**config.mk**
```make
export PLATFORM = sky130hd
export DESIGN_NAME = rr_arbiter_flat
export DESIGN_NICKNAME = d
export VERILOG_FILES = /design/src/rtl/rr_arbiter_pkg.sv /design/src/rtl/rr_arbiter_if.sv /design/src/rtl/rr_arbiter_rps.sv /design/src/rtl/rr_arbiter.sv /design/src/flat_wrapper.sv
export SDC_FILE = /design/constraint.sdc
export NUM_CORES = 1
export LEC_CHECK = 0
export BUFFER_PORTS_ARGS = -buffer_cell sky130_fd_sc_hd__buf_2
export CAP_MARGIN = 30
export CORE_MARGIN = 3
export CORE_UTILIZATION = 30
export CTS_BUF_LIST = sky130_fd_sc_hd__clkbuf_4 sky130_fd_sc_hd__clkbuf_8
export DETAILED_ROUTE_END_ITERATION = 8
export GPL_TIMING_DRIVEN = 0
export PLACE_DENSITY_LB_ADDON = 0.08
export SYNTH_ARGS = -nofsm -noshare
export SYNTH_HDL_FRONTEND = slang
export SYNTH_HIERARCHICAL = 1
export SYNTH_SLANG_ARGS = --single-unit
```
**constraint.sdc**
```tcl
create_clock -name clock -period 2.9 [get_ports clock]
set_clock_uncertainty 0.2 [all_clocks]
set_input_delay 0.145 -clock clock [delete_from_list [all_inputs] [get_ports clock]]
set_output_delay 0.145 -clock clock [all_outputs]
set_load 0.1 [all_outputs]
```
**src/rtl/rr_arbiter_pkg.sv**
```systemverilog
// Shared types and defaults for the round-robin arbiter slice.
// Latency: n/a (types, constants and a width helper only).
// Backpressure: n/a.
package rr_arb_pkg;

  typedef enum logic {
    ARB_IDLE = 1'b0,
    ARB_BUSY = 1'b1
  } arb_state_t;

  localparam int RR_N_DEF        = 4;
  localparam int RR_MAX_HOLD_DEF = 8;

  // Index width for n requesters; never narrower than one bit.
  function automatic int idx_w(input int n);
    return (n > 1) ? $clog2(n) : 1;
  endfunction

endpackage

```
**src/rtl/rr_arbiter_if.sv**
```systemverilog
// Request/grant bundle between requesters (master) and the arbiter (slave).
// Latency: n/a (wires only); the grant side is driven from arbiter registers.
// Backpressure: level-sensitive req; a requester holds req until it sees its gnt bit.
interface rr_arbiter_if
  import rr_arb_pkg::*;
#(
  parameter int N = RR_N_DEF
) ();

  logic [N-1:0]          req;
  logic [N-1:0]          gnt;
  logic [idx_w(N)-1:0]   gnt_idx;
  logic                  gnt_valid;
  logic                  preempt;

  modport master (output req, input gnt, input gnt_idx, input gnt_valid, input preempt);
  modport slave  (input req, output gnt, output gnt_idx, output gnt_valid, output preempt);

endinterface

```
**src/rtl/rr_arbiter_rps.sv**
```systemverilog
// Rotating priority selector: first set req bit scanning from last_idx+1 upward, mod N.
// Latency: purely combinational, zero cycles.
// Backpressure: none; output simply tracks req and last_idx.
module rps_n
  import rr_arb_pkg::*;
#(
  parameter int N  = RR_N_DEF,
  parameter int IW = idx_w(N)
) (
  input  logic [N-1:0]  req_i,
  input  logic [IW-1:0] last_idx_i,
  output logic [N-1:0]  sel_o,
  output logic [IW-1:0] sel_idx_o,
  output logic          sel_valid_o
);

  // Scan N candidates starting just past the last owner; the last owner itself is checked last.
  always_comb begin
    sel_o       = '0;
    sel_idx_o   = '0;
    sel_valid_o = 1'b0;
    for (int i = 1; i <= N; i++) begin
      int              c;
      logic [IW-1:0]   ci;
      c = int'(last_idx_i) + i;
      // Explicit wrap so non-power-of-two N never indexes past N-1.
      if (c >= N) c = c - N;
      ci = IW'(c);
      if (!sel_valid_o && req_i[ci]) begin
        sel_o[ci]   = 1'b1;
        sel_idx_o   = ci;
        sel_valid_o = 1'b1;
      end
    end
  end

endmodule

```
**src/rtl/rr_arbiter.sv**
```systemverilog
// Round-robin arbiter with registered one-hot grant; optional hold limit under RR_ARB_TIMEOUT_EN.
// Latency: grant visible the cycle after req is sampled in idle; one bubble cycle after every release.
// Backpressure: owner keeps the grant while its req stays high (or until the hold limit under contention).
module rr_arbiter
  import rr_arb_pkg::*;
#(
  parameter int N        = RR_N_DEF,
  parameter int MAX_HOLD = RR_MAX_HOLD_DEF
) (
  input  logic         clock,
  input  logic         reset_n,
  rr_arbiter_if.slave  arb
);

  localparam int IW = idx_w(N);

  // Reject configurations outside the supported range at elaboration.
  if (N < 2 || N > 8 || MAX_HOLD < 2) begin : g_bad_cfg
    $error("rr_arbiter: unsupported N=%0d / MAX_HOLD=%0d", N, MAX_HOLD);
  end

  arb_state_t     state_q;
  logic [N-1:0]   gnt_q;
  logic [IW-1:0]  gnt_idx_q;
  logic [IW-1:0]  last_idx_q;

  logic [N-1:0]   sel;
  logic [IW-1:0]  sel_idx;
  logic           sel_valid;

  rps_n #(.N(N), .IW(IW)) u_rps (
    .req_i       (arb.req),
    .last_idx_i  (last_idx_q),
    .sel_o       (sel),
    .sel_idx_o   (sel_idx),
    .sel_valid_o (sel_valid)
  );

`ifdef RR_ARB_TIMEOUT_EN
  localparam int HW = idx_w(MAX_HOLD);
  localparam logic [HW-1:0] HOLD_LAST = HW'(MAX_HOLD - 1);

  logic [HW-1:0] hold_cnt_q;
  logic          preempt_q;
  logic          contended;

  // Someone other than the current owner is asking for the resource.
  assign contended = |(arb.req & ~gnt_q);

  // Arbitration FSM with hold-limit preemption; all outputs registered here.
  always_ff @(posedge clock or negedge reset_n) begin
    if (!reset_n) begin
      state_q    <= ARB_IDLE;
      gnt_q      <= '0;
      gnt_idx_q  <= '0;
      last_idx_q <= IW'(N - 1);
      hold_cnt_q <= '0;
      preempt_q  <= 1'b0;
    end else begin
      preempt_q <= 1'b0;
      case (state_q)
        ARB_IDLE: begin
          if (sel_valid) begin
            gnt_q      <= sel;
            gnt_idx_q  <= sel_idx;
            hold_cnt_q <= '0;
            state_q    <= ARB_BUSY;
          end
        end
        ARB_BUSY: begin
          if (!arb.req[gnt_idx_q]) begin
            gnt_q      <= '0;
            gnt_idx_q  <= '0;
            last_idx_q <= gnt_idx_q;
            state_q    <= ARB_IDLE;
          end else if (hold_cnt_q == HOLD_LAST && contended) begin
            gnt_q      <= '0;
            gnt_idx_q  <= '0;
            last_idx_q <= gnt_idx_q;
            preempt_q  <= 1'b1;
            state_q    <= ARB_IDLE;
          end else if (hold_cnt_q != HOLD_LAST) begin
            hold_cnt_q <= hold_cnt_q + 1'b1;
          end
        end
        default: state_q <= ARB_IDLE;
      endcase
    end
  end

  assign arb.preempt = preempt_q;
`else
  // Arbitration FSM without hold limit: owner keeps the grant until it drops req.
  always_ff @(posedge clock or negedge reset_n) begin
    if (!reset_n) begin
      state_q    <= ARB_IDLE;
      gnt_q      <= '0;
      gnt_idx_q  <= '0;
      last_idx_q <= IW'(N - 1);
    end else begin
      case (state_q)
        ARB_IDLE: begin
          if (sel_valid) begin
            gnt_q     <= sel;
            gnt_idx_q <= sel_idx;
            state_q   <= ARB_BUSY;
          end
        end
        ARB_BUSY: begin
          if (!arb.req[gnt_idx_q]) begin
            gnt_q      <= '0;
            gnt_idx_q  <= '0;
            last_idx_q <= gnt_idx_q;
            state_q    <= ARB_IDLE;
          end
        end
        default: state_q <= ARB_IDLE;
      endcase
    end
  end

  assign arb.preempt = 1'b0;
`endif

  assign arb.gnt       = gnt_q;
  assign arb.gnt_idx   = gnt_idx_q;
  assign arb.gnt_valid = |gnt_q;

endmodule

```
**src/flat_wrapper.sv**
```systemverilog
// flat-port wrapper written by rule: the top's interface ports become plain ports
module rr_arbiter_flat import rr_arb_pkg::*;
#(
  parameter int N        = RR_N_DEF,
  parameter int MAX_HOLD = RR_MAX_HOLD_DEF
)
  (clock, reset_n, arb_req, arb_gnt, arb_gnt_idx, arb_gnt_valid, arb_preempt);
  rr_arbiter_if #(.N(N)) arb_i ();
  input  logic clock;
  input  logic reset_n;
  input wire logic [$bits(arb_i.req)-1:0] arb_req;
  output wire logic [$bits(arb_i.gnt)-1:0] arb_gnt;
  output wire logic [$bits(arb_i.gnt_idx)-1:0] arb_gnt_idx;
  output wire logic [$bits(arb_i.gnt_valid)-1:0] arb_gnt_valid;
  output wire logic [$bits(arb_i.preempt)-1:0] arb_preempt;
  assign arb_i.req = arb_req;
  assign arb_gnt = arb_i.gnt;
  assign arb_gnt_idx = arb_i.gnt_idx;
  assign arb_gnt_valid = arb_i.gnt_valid;
  assign arb_preempt = arb_i.preempt;
  rr_arbiter #(.N(N), .MAX_HOLD(MAX_HOLD)) u_core (.clock(clock), .reset_n(reset_n), .arb(arb_i));
endmodule
```
After elaboration in Yosys (flattened, before gate mapping). Index checks and enable logic that the tools add are counted.

Register bits after elaboration: 9. Input port bits: 6. Output and inout port bits: 8.

$add $sub $neg: 8. $lt $le $gt $ge: 13. Eq/ne operators: 2. Multiplexer cells: 43. Bitwise operators: 5. Reductions and logical operators: 13.

Operators by type and width (number): 2-to-1 mux 4 bit (6); 2-to-1 mux 2 bit (10); less-than comparator 2 x 3 -> 1 bit, second input constant (5); 2-to-1 mux 1 bit (15); OR 4 bit (3); binary-select mux 1 bit (select 2 bit) (5); >= comparator 3 bit, second input constant (3); demux 1 bit (select 2 bit) (4); >= comparator 2 x 1 -> 1 bit, second input constant (4); case mux 4 bit (2 select lines) (1); subtractor 2 x 1 -> 2 bit, second input constant (4); logical AND 1 bit (7); adder 2 x 2 -> 3 bit, second input constant (2); adder 2 x 3 -> 4 bit, second input constant (1); >= comparator 4 x 3 -> 1 bit, second input constant (1); case mux 2 bit (2 select lines) (1); AND reduction 2 bit (2); OR reduction 4 bit (1); adder 2 x 1 -> 3 bit, second input constant (1); zero test 1 bit (3); != test 2 x 1 -> 1 bit, second input constant (1); != test 2 bit, second input constant (1); inverter 1 bit (2); case mux 1 bit (2 select lines) (1).

Depth between registers and ports, before layout.
Depth in word-level cells: 17. Mapped depth: 10. Gate-level depth less buffers: 8.

Modules after synthesis. The synthesis kept the hierarchy.

By module, submodules not included: rps_n (times used 1, cells an instance 68, area an instance 525.5 µm²); rr_arbiter (times used 1, cells an instance 43, area an instance 469.2 µm²).

Least setup slack after synthesis. OpenSTA, ideal clock, no wires.

Path type: register to register. Start: reg u_core.last_idx_q[0]. End: reg u_core.gnt_q[0], in the netlist u_core/arb.gnt[0]. Arrival: 2093 ps. Required time: 2563 ps. Path slack: 470 ps. Cell stages (with the launch flop): 10. Path buffers: 2. Path through: dfstp_2 buf_4 inv_2 ha_1 buf_6 mux2i_4 o21ai_1 a221o_1 mux2i_1 a21oi_1.

Word-level cells in the longest chain between the ends: 17. Elaborated cells on any way between the ends: 65. Classes of those cells: add/sub (8); order compare (12); eq/ne (1); mux (30); bitwise (3); reduce/logical (11).

Ends and longest elaborated chain: start, declared (line rr_arbiter.sv:25) `logic [IW-1:0] last_idx_q;`; start signal, assigned (line rr_arbiter.sv:99) `last_idx_q <= IW'(N - 1);`; start signal, assigned (line rr_arbiter.sv:113) `last_idx_q <= gnt_idx_q;`; parallel branches: the longest is 14 deep, another holds adder 2 x 1 -> 3 bit; 2-to-1 mux 4 bit (*) (line rr_arbiter_rps.sv:29) `if (!sel_valid_o && req_i[ci]) begin`; via u_core.sel[0] (line rr_arbiter.sv:27) `logic [N-1:0] sel;`; 2-to-1 mux 4 bit (*) (line rr_arbiter.sv:103) `if (sel_valid) begin`; case mux 4 bit (2 select lines) (*) (line rr_arbiter.sv:101) `case (state_q)`; end signal, assigned (line rr_arbiter.sv:104) `gnt_q <= sel;`; end, declared (line rr_arbiter.sv:23) `logic [N-1:0] gnt_q;`.

Mark *: on every way through the listed nets, which the timed path passes. The select of a mux whose other input is x is not followed. A chain may end at the register's enable or synchronous reset.

Worst setup path in the final report.
Start: reg u_core.last_idx_q[0]. End: reg u_core.gnt_q[3], in the netlist u_core/arb.gnt[3].

The elaborated chain is that of the path after synthesis.

==> flow_summary.ini <==
[critical_path]
path_buf_inv = 3
r2r_end = u_core/arb.gnt[3]
crit_type = reg2reg
path_cells = buf_4 > inv_2 > ha_1 > buf_6 > mux2i_4 > o21ai_1 > a221o_1 > mux2i_1 > a21oi_1
required_ns = 2.82
reg2reg_depth = 9
critPathMaxStageDelay_ns = 0.63
arrival_ns = 2.61
critical-path-top-delay-family = flip-flops
cp-end-kind = register
cp-start-kind = register
cp.depth = 9
crit_path_end = u_core/arb.gnt[3]
slowest_stage = dfstp_2
r2r-start = u_core/last_idx_q[0]
worst-path-max-fanout = 10
cp-startpoint = u_core/last_idx_q[0]
rrSetupSlack_ns = 0.21

[layout]
finalNonFillerCells = 172
syn_to_final_growth_pct = 15.6
layout.nets = 143
antenna_cells = 0
finish.utilization_pct = 37.1
final_layout_size_suffix_gt1_share_pct = 27.3

[drt]
drt_pass1_iterations = 4
vias = 891
antenna_left = 0
drc = 0
wire_per_inst_um = 12.8
vias_per_cell = 5.18
drt_iter0_drc = 29
wirelength_um = 2200

[synth]
syn_area_per_cell_um2 = 8.96
synthFlopType = dfrtp_1
mappedNetlistNets = 125
postSynthCellCount = 111
netlist.area_leader.share_pct = 17.6
synth_edf_count = 0
synth_area_um2 = 995
ys_ff_latch = 9
synth.area.top_cells = dfrtp_1 18%, ha_1 10%, mux2i_1 9.1%
ys_async_sr_fraction_pct = 100
synth_seq_area_share_pct = 22.9
synth_common_cells = 13 x a21oi_1, 13 x nand2_1, 9 x mux2i_1
yosysUniqueCellTypes = 39
synth_area_leader_cell = dfrtp_1
yosysWarnings = 6

[clock_network]
clk-insertion-delay-late_ns = 0.26
numCtsBuffers = 3
cts_root_buf = clkbuf_4
htree_levels = 1
cts_buffer_depth = 2
cts_tree = done
clock-sinks = 9
clk_pin_slew_worst_paths_ns = 0.06

[placed_design]
place.gp.congestion = 0.744
dp_hpwl_um = 1660
portBuffers = 12
dp_cells = 167
dp_worst_setup_slack_ns = 0.236

[floorplan]
rows = 20
die_width_um = 63.6
die_h_um = 63.6
io_pins = 14
start_util_pct = 32.1
die_area_mm2 = 0.00404
core_region_area_mm2 = 0.00310

[timing]
hold_viol = 0
rsz0062_at_grt = no
layout_setup_ws_ns = 0.211
period_needed_ns = 2.69
totalNegativeSetupSlack_ns = 0
period_share_pct = 92.7
fmax_ghz = 0.372
drv_slew = 0
setup_viol = 0

[global_route]
antenna_found_initial = 0
grt_use_total_pct = 11.2
grt_start_max_net_pins = 12
grt_overflow = 0
grt_pass1_vias = 818
grt_pass1_wl_um = 3750

[flow_run]
maxCapViolCount = 0

[worst_hold_path]
worstHoldPathType = in2async

[run_status]
status = completed
==> what timing repair did <==
| item | in CTS | in global routing |
|---|---|---|
| hold buffers | 1 | 0 |
| setup endpoints to repair | 0 | 0 |
| gates resized for setup | 0 | 0 |
| endpoints found under the hold margin | 9 | 0 |
| setup buffers | 0 | 0 |
==> kinds of logic (layout without fill, tap and decap cells) <==
group	Yosys count	count (layout)	synth area share, %
AO/OA/AOI/OAI	38	38	26.9
AND/OR/NAND/NOR	27	27	12.6
multiplexers	15	15	19.2
buffers and inverters	13	30	7.92
flip-flops	9	9	22.9
adder cells (fa/ha/maj)	8	8	10.1
other	1	1	0.377
==> metal layers <==
metal | vias to the layer above | track usage, % | share of wire [%] | routed length, um
met3 | 4 | 0.535 | 3.1 | 67
met5 | - | 0 | 0 | 0
met4 | 0 | 6.20 | 1.4 | 31
li1 | 438 | - | - | -
met2 | 23 | 18.5 | 47 | 1030
met1 | 426 | 14.6 | 49 | 1070
==> cell type report <==
type                    count  area [um^2]
fillers                   344         1950
multi-input cells          89          688
flip-flops and latches      9          228
repair buffers             13         70.1
plain buffers               7         56.3
well taps                  44         55.1
clock buffers               4         30.0
inverters                   6         22.5
==> registers in the layout (all words and copies together) (netlist names) <==
| register | cells |
|---|---|
| u_core/arb.gnt_idx | 2 |
| u_core/state_q | 1 |
| u_core/arb.gnt | 4 |
| u_core/last_idx_q | 2 |
==> worst min-delay path by stage <==
| stage | endpoint | slack [ns] |
|---|---|---|
| global placement | u_core/arb.gnt[0] | -0.19 |
| global route | u_core/arb.gnt[3] | 0.07 |
| detailed placement | u_core/arb.gnt[0] | -0.19 |
| floorplan | u_core/arb.gnt[0] | -0.35 |
| CTS | u_core/arb.gnt_idx[1] | 0.06 |
| finish | u_core/arb.gnt_idx[1] | 0.06 |
==> metrics by stage <==
stage	cell area, um^2	hold WS, ns
after detailed placement	1110	-0.191
after global routing	1150	0.0730
after floorplan	995	-0.351
after global placement	1110	-0.195
final	1150	0.0645
after CTS	1150	0.0601
==> cell usage in the layout (no fill, tap or decap), types with 2 or more instances in the layout <==
cell type / instances
mux2_2: 2
o21ai_1: 5
a21oi_1: 13
mux2i_1: 9
a221o_1: 4
ha_1: 8
buf_2: 12
dfstp_2: 2
inv_1: 5
nand2_1: 13
buf_6: 3
clkbuf_1: 2
dfrtp_1: 7
clkbuf_4: 4
nor2_1: 5
buf_4: 2
nor2_2: 2
a21boi_0: 2
mux4_2: 2
o21ai_0: 4
Power is not shown: default switching activity piles up to over one toggle a cycle in this logic, so the estimate is an artifact.
